$ cat src/rtl/booth_mult_seq_if.sv
// Handshake and operand/result bundle for booth_mult_seq.
// Master drives the request side, slave returns status and product.
interface booth_mult_seq_if #(
  parameter int unsigned WIDTH = 4
);
  logic                 start;
  logic                 tc;
  logic [WIDTH-1:0]     a;
  logic [WIDTH-1:0]     b;
  logic                 busy;
  logic                 done;
  logic [2*WIDTH-1:0]   product;

  modport master (
    output start, tc, a, b,
    input  busy, done, product
  );

  modport slave (
    input  start, tc, a, b,
    output busy, done, product
  );
endinterface

$ cat src/rtl/booth_mult_seq.sv
// Sequential radix-2 Booth multiplier, signed or unsigned, one Booth step per clock.
// Operands are widened by one bit so both modes run through the same signed datapath.
module booth_mult_seq #(
  parameter int unsigned WIDTH = 4
) (
  input  logic              clk,
  input  logic              rst,
  booth_mult_seq_if.slave   bus
);

  localparam int unsigned CW = $clog2(WIDTH + 2);

  typedef enum logic {IDLE, RUN} state_t;

  state_t              state_q, state_d;
  logic [WIDTH+1:0]    acc_q;
  logic [WIDTH:0]      q_q;
  logic                qm1_q;
  logic [WIDTH:0]      m_q;
  logic [CW-1:0]       cnt_q;
  logic                done_q;
  logic [2*WIDTH-1:0]  product_q;

  logic [WIDTH+1:0]    m_ext;
  logic [WIDTH+1:0]    sum;
  logic [WIDTH+1:0]    acc_n;
  logic [WIDTH:0]      q_n;
  logic                qm1_n;
  logic                last;

  // One Booth step: add/subtract M, then arithmetic shift of {A, Q, Q_-1}
  always_comb begin
    m_ext = {m_q[WIDTH], m_q};
    sum   = acc_q;
    unique case ({q_q[0], qm1_q})
      2'b01:   sum = acc_q + m_ext;
      2'b10:   sum = acc_q - m_ext;
      default: sum = acc_q;
    endcase
    {acc_n, q_n, qm1_n} = $signed({sum, q_q, qm1_q}) >>> 1;
    last = (cnt_q == CW'(1));
  end

  always_ff @(posedge clk or negedge rst) begin
    if (!rst) state_q <= IDLE;
    else      state_q <= state_d;
  end

  always_comb begin
    state_d = state_q;
    unique case (state_q)
      IDLE:    if (bus.start) state_d = RUN;
      RUN:     if (last)      state_d = IDLE;
      default: state_d = IDLE;
    endcase
  end

  always_comb begin
    bus.busy    = (state_q == RUN);
    bus.done    = done_q;
    bus.product = product_q;
  end

  always_ff @(posedge clk or negedge rst) begin
    if (!rst) begin
      acc_q     <= '0;
      q_q       <= '0;
      qm1_q     <= 1'b0;
      m_q       <= '0;
      cnt_q     <= '0;
      done_q    <= 1'b0;
      product_q <= '0;
    end else begin
      done_q <= 1'b0;
      unique case (state_q)
        IDLE: begin
          if (bus.start) begin
            m_q   <= bus.tc ? {bus.a[WIDTH-1], bus.a} : {1'b0, bus.a};
            q_q   <= bus.tc ? {bus.b[WIDTH-1], bus.b} : {1'b0, bus.b};
            qm1_q <= 1'b0;
            acc_q <= '0;
            cnt_q <= CW'(WIDTH + 1);
          end
        end
        RUN: begin
          acc_q <= acc_n;
          q_q   <= q_n;
          qm1_q <= qm1_n;
          cnt_q <= cnt_q - CW'(1);
          if (last) begin
            // Low 2*WIDTH bits of {A, Q} after the final step
            product_q <= {acc_n[WIDTH-2:0], q_n};
            done_q    <= 1'b1;
          end
        end
        default: ;
      endcase
    end
  end

endmodule

$ cat src/flat_wrapper.sv
// flat-port wrapper written by rule: the top's interface ports become plain ports
module booth_mult_seq_flat 
#(
  parameter int unsigned WIDTH = 4
)
  (clk, rst, bus_start, bus_tc, bus_a, bus_b, bus_busy, bus_done, bus_product);
  booth_mult_seq_if #(.WIDTH(WIDTH)) bus_i ();
  input  logic clk;
  input  logic rst;
  input wire logic [$bits(bus_i.start)-1:0] bus_start;
  input wire logic [$bits(bus_i.tc)-1:0] bus_tc;
  input wire logic [$bits(bus_i.a)-1:0] bus_a;
  input wire logic [$bits(bus_i.b)-1:0] bus_b;
  output wire logic [$bits(bus_i.busy)-1:0] bus_busy;
  output wire logic [$bits(bus_i.done)-1:0] bus_done;
  output wire logic [$bits(bus_i.product)-1:0] bus_product;
  assign bus_i.start = bus_start;
  assign bus_i.tc = bus_tc;
  assign bus_i.a = bus_a;
  assign bus_i.b = bus_b;
  assign bus_busy = bus_i.busy;
  assign bus_done = bus_i.done;
  assign bus_product = bus_i.product;
  booth_mult_seq #(.WIDTH(WIDTH)) u_core (.clk(clk), .rst(rst), .bus(bus_i));
endmodule
$ cat config.mk
export PLATFORM = sky130hd
export DESIGN_NAME = booth_mult_seq_flat
export DESIGN_NICKNAME = d
export VERILOG_FILES = /design/src/rtl/booth_mult_seq_if.sv /design/src/rtl/booth_mult_seq.sv /design/src/flat_wrapper.sv
export SDC_FILE = /design/constraint.sdc
export NUM_CORES = 1
export LEC_CHECK = 0
export ABC_AREA = 1
export CAP_MARGIN = 20
export CELL_PAD_IN_SITES_DETAIL_PLACEMENT = 0
export CELL_PAD_IN_SITES_GLOBAL_PLACEMENT = 2
export CORE_UTILIZATION = 25
export DETAILED_ROUTE_END_ITERATION = 16
export GPL_TIMING_DRIVEN = 0
export PLACE_DENSITY = 0.78
export SLEW_MARGIN = 20
export SYNTH_ARGS = -nofsm -noshare
export SYNTH_HDL_FRONTEND = slang
export SYNTH_SLANG_ARGS = --single-unit
$ cat constraint.sdc
create_clock -name clk -period 2.05 [get_ports clk]
set_clock_uncertainty 0.05 [all_clocks]
set_input_delay 0.615 -clock clk [delete_from_list [all_inputs] [get_ports clk]]
set_output_delay 0.615 -clock clk [all_outputs]
set_load 0.05 [all_outputs]
==> flow_summary.ini <==
[global_routing]
antenna_found_initial = 0
grt_max_degree = 30
grt_pass1_vias = 1276
overflow = 0
grt_pass1_wl_microns = 5890
grt.total_usage = 0.120

[sta]
rsz0062_at_grt = true
worst_pin_slew_ps = 664
post-route-period-util = 0.958
whs_ps = 315
setup_viol_count_final = 0
finalHoldViolCount = 0
drv_slew = 0
fmax_mhz = 509
fin_crit_ps = 1960
relSlewSlack = 0.557

[worst_setup_path]
cp_num_cells = 12
crit_arrival_ps = 2080
crit_required_ps = 2170
reg2regPathDepth = 12
cp_common_cell = nand2_1
cp_top_family = simple AND/OR/NAND/NOR gates
cp_max_fo = 5
cp_num_buf_inv = 1
criticalPathCategory = flip-flop to flip-flop
crit_chain = inv_2 -> ha_4 -> xnor2_1 -> o21ai_1 -> ha_1 -> nand2_1 -> nand2_2 -> nor3_2 -> nand3b_1 -> nand2_2 -> nand2_1 -> nand2_1
critical_path.slowest_cell = dfrtp_1
slowest_delay_ps = 360
cp-end-kind = flip-flop
startpoint_type = flip-flop

[clock_network]
ctsRootBufferMaster = clkbuf_8
cts_tree = done
path_clk_slew_ps = 60
clock_sinks = 29
clockBufferDepth = 2
numCtsBuffers = 5
htreeDepth = 2
clock_latency_ps = 280

[die]
initial_core_util = 0.265
num_rows = 28
dieHeight_microns = 82.2
io_pins = 22
core_sq_mm = 0.00606
die_width_microns = 82.2
dieArea_sq_mm = 0.00676

[place]
place_congestion = 0.733
dpl.hpwl_microns = 2610
portBuffers = 21
dpl_cell_area_sq_mm = 0.00191

[cells_and_area]
layout-drive-gt1-share = 0.238
design_area_sq_mm = 0.00221
fillers = 636
diodes = 0
fin_nets = 257
syn2layout_area_growth_pct = 37.4

[min_path]
hold_class = primary input to asynchronous set/reset pin

[logic_synthesis]
ys_types = 29
syn_inst = 197
synth_flop_cell = dfrtp_1
postSynthRegisterBits = 29
synth.cell_area_sq_mm = 0.00161
synthArstFlopShare = 1.00
ys_seq_area_frac = 0.451
synth.net_count = 219
yosys_warnings = 0
avgSynthCellArea_sq_um = 8.16
synth_edf_count = 0

[routing]
wl_per_cell_microns = 11.9
drtPass1Iterations = 4
avgViaCountPerCell = 4.43
drt_iter0_drc = 41
drc = 0
route.vias.total = 1373
ant_nets = 0
wirelength_microns = 3700

[status]
status = finished, final reports clean

[job]
max-cap-violations = 0
## state kept, by name (all words and copies together) (netlist names)
signal              count
u_core.acc_q            5
u_core.bus.product      8
u_core.q_q              5
u_core.qm1_q            1
u_core.bus.busy         1
u_core.m_q              5
u_core.cnt_q            3
u_core.bus.done         1
## worst register-to-register path, delay by kind of cell, from the launching register on
kind            cells  cell delay [ps]
compound gates      1              190
xor+xnor            1              120
fa+ha+maj           2              490
buf+inv             1               60
flops               1              360
simple gates        7              590
## metal layers
layer  track usage  vias to the layer above  part of all wire
met5             0                        -                 0
met4        0.0368                        0            0.0097
met3        0.0363                        4             0.032
met2         0.183                       22              0.46
met1         0.162                      637              0.50
li1              -                      710                 -
## what timing repair did
action                                  CTS  global route
buffers inserted                          3             7
hold buffers                              0             0
gates resized for setup                  18            29
endpoints found under the setup margin   18             6
hold endpoints to repair                  0             0
pin swaps                                 2            20
## logic make-up (layout without fill, tap and decap cells)
logic type / Yosys count / after routing / share of synthesized area
buf+inv: 32 / 70 / 0.0887
simple gates: 93 / 93 / 0.254
fa+ha+maj: 10 / 10 / 0.0825
xor+xnor: 3 / 3 / 0.0163
flops: 29 / 29 / 0.451
compound gates: 30 / 30 / 0.107
## metrics by stage
stage,cells,TNS [ps],worst slack [ps],utilization
2_1_floorplan,197,0,102,-
3_3_place_gp,293,-8040,-250,0.315
3_5_place_dp,293,-945,-200,0.315
4_1_cts,303,0,12.3,0.337
5_1_grt,310,-181,-69.4,0.364
6_report,310,0,85.7,0.364
## final timing paths
kind,startpoint,to,slack (ps)
worst min register to register,u_core.bus.product[2],u_core.bus.product[2],420
max in group asynchronous,rst,u_core.m_q[3],1200
worst max register to register,u_core.m_q[0],u_core.acc_q[2],90
worst min-delay path,rst,u_core.acc_q[3],320
worst max-delay path,u_core.m_q[0],u_core.acc_q[2],90
min in group clk,u_core.bus.product[2],u_core.bus.product[2],420
## synth_stat cells, types with 2 or more instances
library cell	n	area, sq um
ha_1	9	113
nor3_1	2	10.0
o21ai_1	5	25.0
nor2_1	10	37.5
buf_6	2	22.5
nand2_1	64	240
a21oi_1	4	20.0
nand3b_1	2	15.0
o21ai_2	2	17.5
o22ai_1	3	18.8
xor2_1	2	17.5
dfrtp_1	29	726
o21ai_0	12	60.1
o221ai_1	2	17.5
inv_1	25	93.8
nand3_1	10	50.1
inv_2	2	7.51
## cell usage in the layout, fill, tap and decap left out, types with 2 or more instances in the layout
cell type,netlist,final
o21ai_0,12,9
buf_4,1,11
nor2_4,1,2
a21oi_4,0,2
clkbuf_8,0,6
o21ai_1,5,7
nand3b_1,2,2
nand2_2,1,5
buf_2,1,2
clkdlybuf4s50_1,0,10
nand2_4,1,2
buf_6,2,2
inv_2,2,8
xor2_1,2,2
o221ai_1,2,2
nand3_1,10,10
nor2_1,10,8
o22ai_1,3,3
o21ai_2,2,2
dlygate4sd2_1,0,10
ha_4,0,5
dfrtp_1,29,29
inv_1,25,19
nand2_1,64,59
ha_1,9,3
## layout make-up
class,instances,area (sq um),share of cell area
Timing Repair Buffer,31,268,0.121
Buffer,4,35.0,0.0159
Multi-Input combinational cell,136,892,0.404
Clock buffer,7,86.3,0.0391
Inverter,28,108,0.0487
Sequential cell,29,726,0.329
Tap cell,75,93.8,0.0425
Power is left out: the tool's default activity adds up to more than one toggle a clock period on the data nets, which glitch-free logic cannot reach.
==> variant: new RTL, same settings <==
`WIDTH` is set to 4 in 3 places; all go to 8.
--- a/src/rtl/booth_mult_seq_if.sv
+++ b/src/rtl/booth_mult_seq_if.sv
@@ -1,7 +1,7 @@
 // Handshake and operand/result bundle for booth_mult_seq.
 // Master drives the request side, slave returns status and product.
 interface booth_mult_seq_if #(
-  parameter int unsigned WIDTH = 4
+  parameter int unsigned WIDTH = 8
 );
   logic                 start;
   logic                 tc;
--- a/src/rtl/booth_mult_seq.sv
+++ b/src/rtl/booth_mult_seq.sv
@@ -1,7 +1,7 @@
 // Sequential radix-2 Booth multiplier, signed or unsigned, one Booth step per clock.
 // Operands are widened by one bit so both modes run through the same signed datapath.
 module booth_mult_seq #(
-  parameter int unsigned WIDTH = 4
+  parameter int unsigned WIDTH = 8
 ) (
   input  logic              clk,
   input  logic              rst,
--- a/src/flat_wrapper.sv
+++ b/src/flat_wrapper.sv
@@ -1,7 +1,7 @@
 // flat-port wrapper written by rule: the top's interface ports become plain ports
 module booth_mult_seq_flat 
 #(
-  parameter int unsigned WIDTH = 4
+  parameter int unsigned WIDTH = 8
 )
   (clk, rst, bus_start, bus_tc, bus_a, bus_b, bus_busy, bus_done, bus_product);
   booth_mult_seq_if #(.WIDTH(WIDTH)) bus_i ();
Interface: changed (resized bus_a, bus_b and bus_product); port bits go from 22 to 38. No check against the original RTL was run, so the function may have changed too.
==> variant against the unedited design <==
Critical endpoint is now u_core.acc_q[8]; die area grew 70%; cell area grew 77%; wire length grew 94%; setup slack lost 0.37 ns; sequential share of layout area shrank 0.80 points; sequential cell count grew 21; the flow now finishes with violations (negative setup slack); area after synthesis grew 72%.
Power is left out: the tool's default activity adds up to more than one toggle a clock period on the data nets, which glitch-free logic cannot reach.
==> variant: results (changes against the unedited design) <==
violations: "negative setup slack"
hold_class: "input port to async pin"  # unchanged
arrival_ns: 2.50  # was 2.08 ns
synth_nets: 384  # was 219
routed_wirelength_um: 7160  # was 3700 um
seq_area_frac_synth: 0.452  # was 0.451
place_hpwl_um: 5150  # was 2610 um
grt_max_degree: 51  # was 30
clock_path_buffers: 2  # unchanged
largest_register_ffs: 16  # was 8
antenna_cells: 0  # unchanged
synth_common_cells: "112 x nand2_1, 50 x dfrtp_1, 47 x inv_1, 22 x o21ai_0, 15 x nor2_1"  # was 64 x nand2_1, 29 x dfrtp_1, 25 x inv_1, 12 x o21ai_0
critPathMaxFanout: 8  # was 5
grt_pass1_wl_um: 11700  # was 5890 um
drtIter0Drc: 61  # was 41
clkLatencyLatePin_ns: 0.32  # was 0.28 ns
numCtsBuffers: 5  # unchanged
die_w_um: 107  # was 82.2 um
synth_warnings: 0  # unchanged
ys.flop_type: "dfrtp_1"  # unchanged
grt_antenna_before_repair: 0  # unchanged
ys_async_sr_fraction: 1.00  # unchanged
vias: 2438  # was 1373
yosysMostFrequentCell: "nand2_1"  # unchanged
grt_pass1_vias: 2337  # was 1276
cts.clk_slew.worst_paths_ns: 0.11  # was 0.06 ns
drt-pass1-iter-count: 5  # was 4
drive_above_1_share: 0.256  # was 0.238
cts-root-buf: "clkbuf_8"  # unchanged
finish.net_count: 447  # was 257
setup_ws_ns: -0.288  # was 0.0857 ns
setup_viol: 11  # was 0
tightest_slew_ns: 0.651  # was 0.664 ns
grt_usage: 0.131  # was 0.120
finalSetupTns_ns: -2.13  # was 0 ns
r2r_cells: 15  # was 12
post-route-period-util: 1.14  # was 0.958
place.gp.congestion: 0.754  # was 0.733
synthTopCellsByArea: "dfrtp_1 45%, nand2_1 15%, inv_1 6.4%, ha_1 5.9%, o21ai_0 4.0%"  # was dfrtp_1 45%, nand2_1 15%, ha_1 7.0%, inv_1 5.8%, o21ai_0 3.7%
htree_levels: 2  # unchanged
synth_cell_types: 34  # was 29
numPortBuffers: 37  # was 21
place_ws_ns: -0.411  # was -0.200 ns
status: "finished, violations left"  # was completed
fillers: 1121  # was 636
==> variant: worst paths after layout <==
check / start / endpoint / slack, ns
setup / recovery: u_core.q_q[0] / u_core.acc_q[8] / -0.29
hold / removal: rst / u_core.acc_q[8] / 0.25
setup reg to reg: u_core.q_q[0] / u_core.acc_q[8] / -0.29
hold reg to reg: u_core.bus.product[8] / u_core.bus.product[8] / 0.43
max in group asynchronous: rst / u_core.bus.product[12] / 1.24
min in group clk: u_core.bus.product[8] / u_core.bus.product[8] / 0.43
==> variant: layout make-up <==
type	count	area [um^2]	share of cell area
Buffer	10	77.6	0.0199
Clock buffer	5	68.8	0.0176
Clock inverter	3	28.8	0.00737
Inverter	52	203	0.0519
Multi-Input combinational cell	238	1580	0.406
Sequential cell	50	1250	0.321
Tap cell	140	175	0.0449
Timing Repair Buffer	56	514	0.132
==> variant: critical path: stages (launching register included) <==
cell and delay (ns):
dfrtp_1 0.43, ha_4 0.18, clkbuf_16 0.16, a21oi_1 0.16
xor2_1 0.17, inv_1 0.09, ha_4 0.30, nand2_1 0.10
nor2_4 0.13, inv_2 0.05, nor3_4 0.16, nor2_2 0.06
inv_1 0.05, nand2_1 0.05, nand3_2 0.07, nand2_2 0.04
==> variant: cells by family (layout without fill, tap and decap cells) <==
group | count (synthesis) | after routing | share of synthesized area
fa+ha+maj | 14 | 14 | 0.0660
xor+xnor | 7 | 7 | 0.0221
buf+inv | 62 | 126 | 0.0908
flops | 50 | 50 | 0.452
simple gates | 156 | 156 | 0.238
compound gates | 61 | 61 | 0.131
==> variant: what timing repair did <==
action / in CTS / in global routing
setup endpoints to repair: 34 / 14
pin swaps: 24 / 30
buffers inserted: 12 / 7
gates resized for setup: 52 / 39
==> variant: stage by stage <==
step / instances / instance area (um^2)
6_report: 554 / 3900
2_1_floorplan: 350 / 2850
3_3_place_gp: 527 / 3400
4_1_cts: 547 / 3680
5_1_grt: 554 / 3900
3_5_place_dp: 527 / 3400
==> variant: metal layers <==
layer | share of wire | wire length [um] | track usage
met5 | 0 | 0 | 0
met4 | 0.017 | 125 | 0.0401
met3 | 0.028 | 199 | 0.0201
met2 | 0.48 | 3450 | 0.221
met1 | 0.47 | 3380 | 0.172
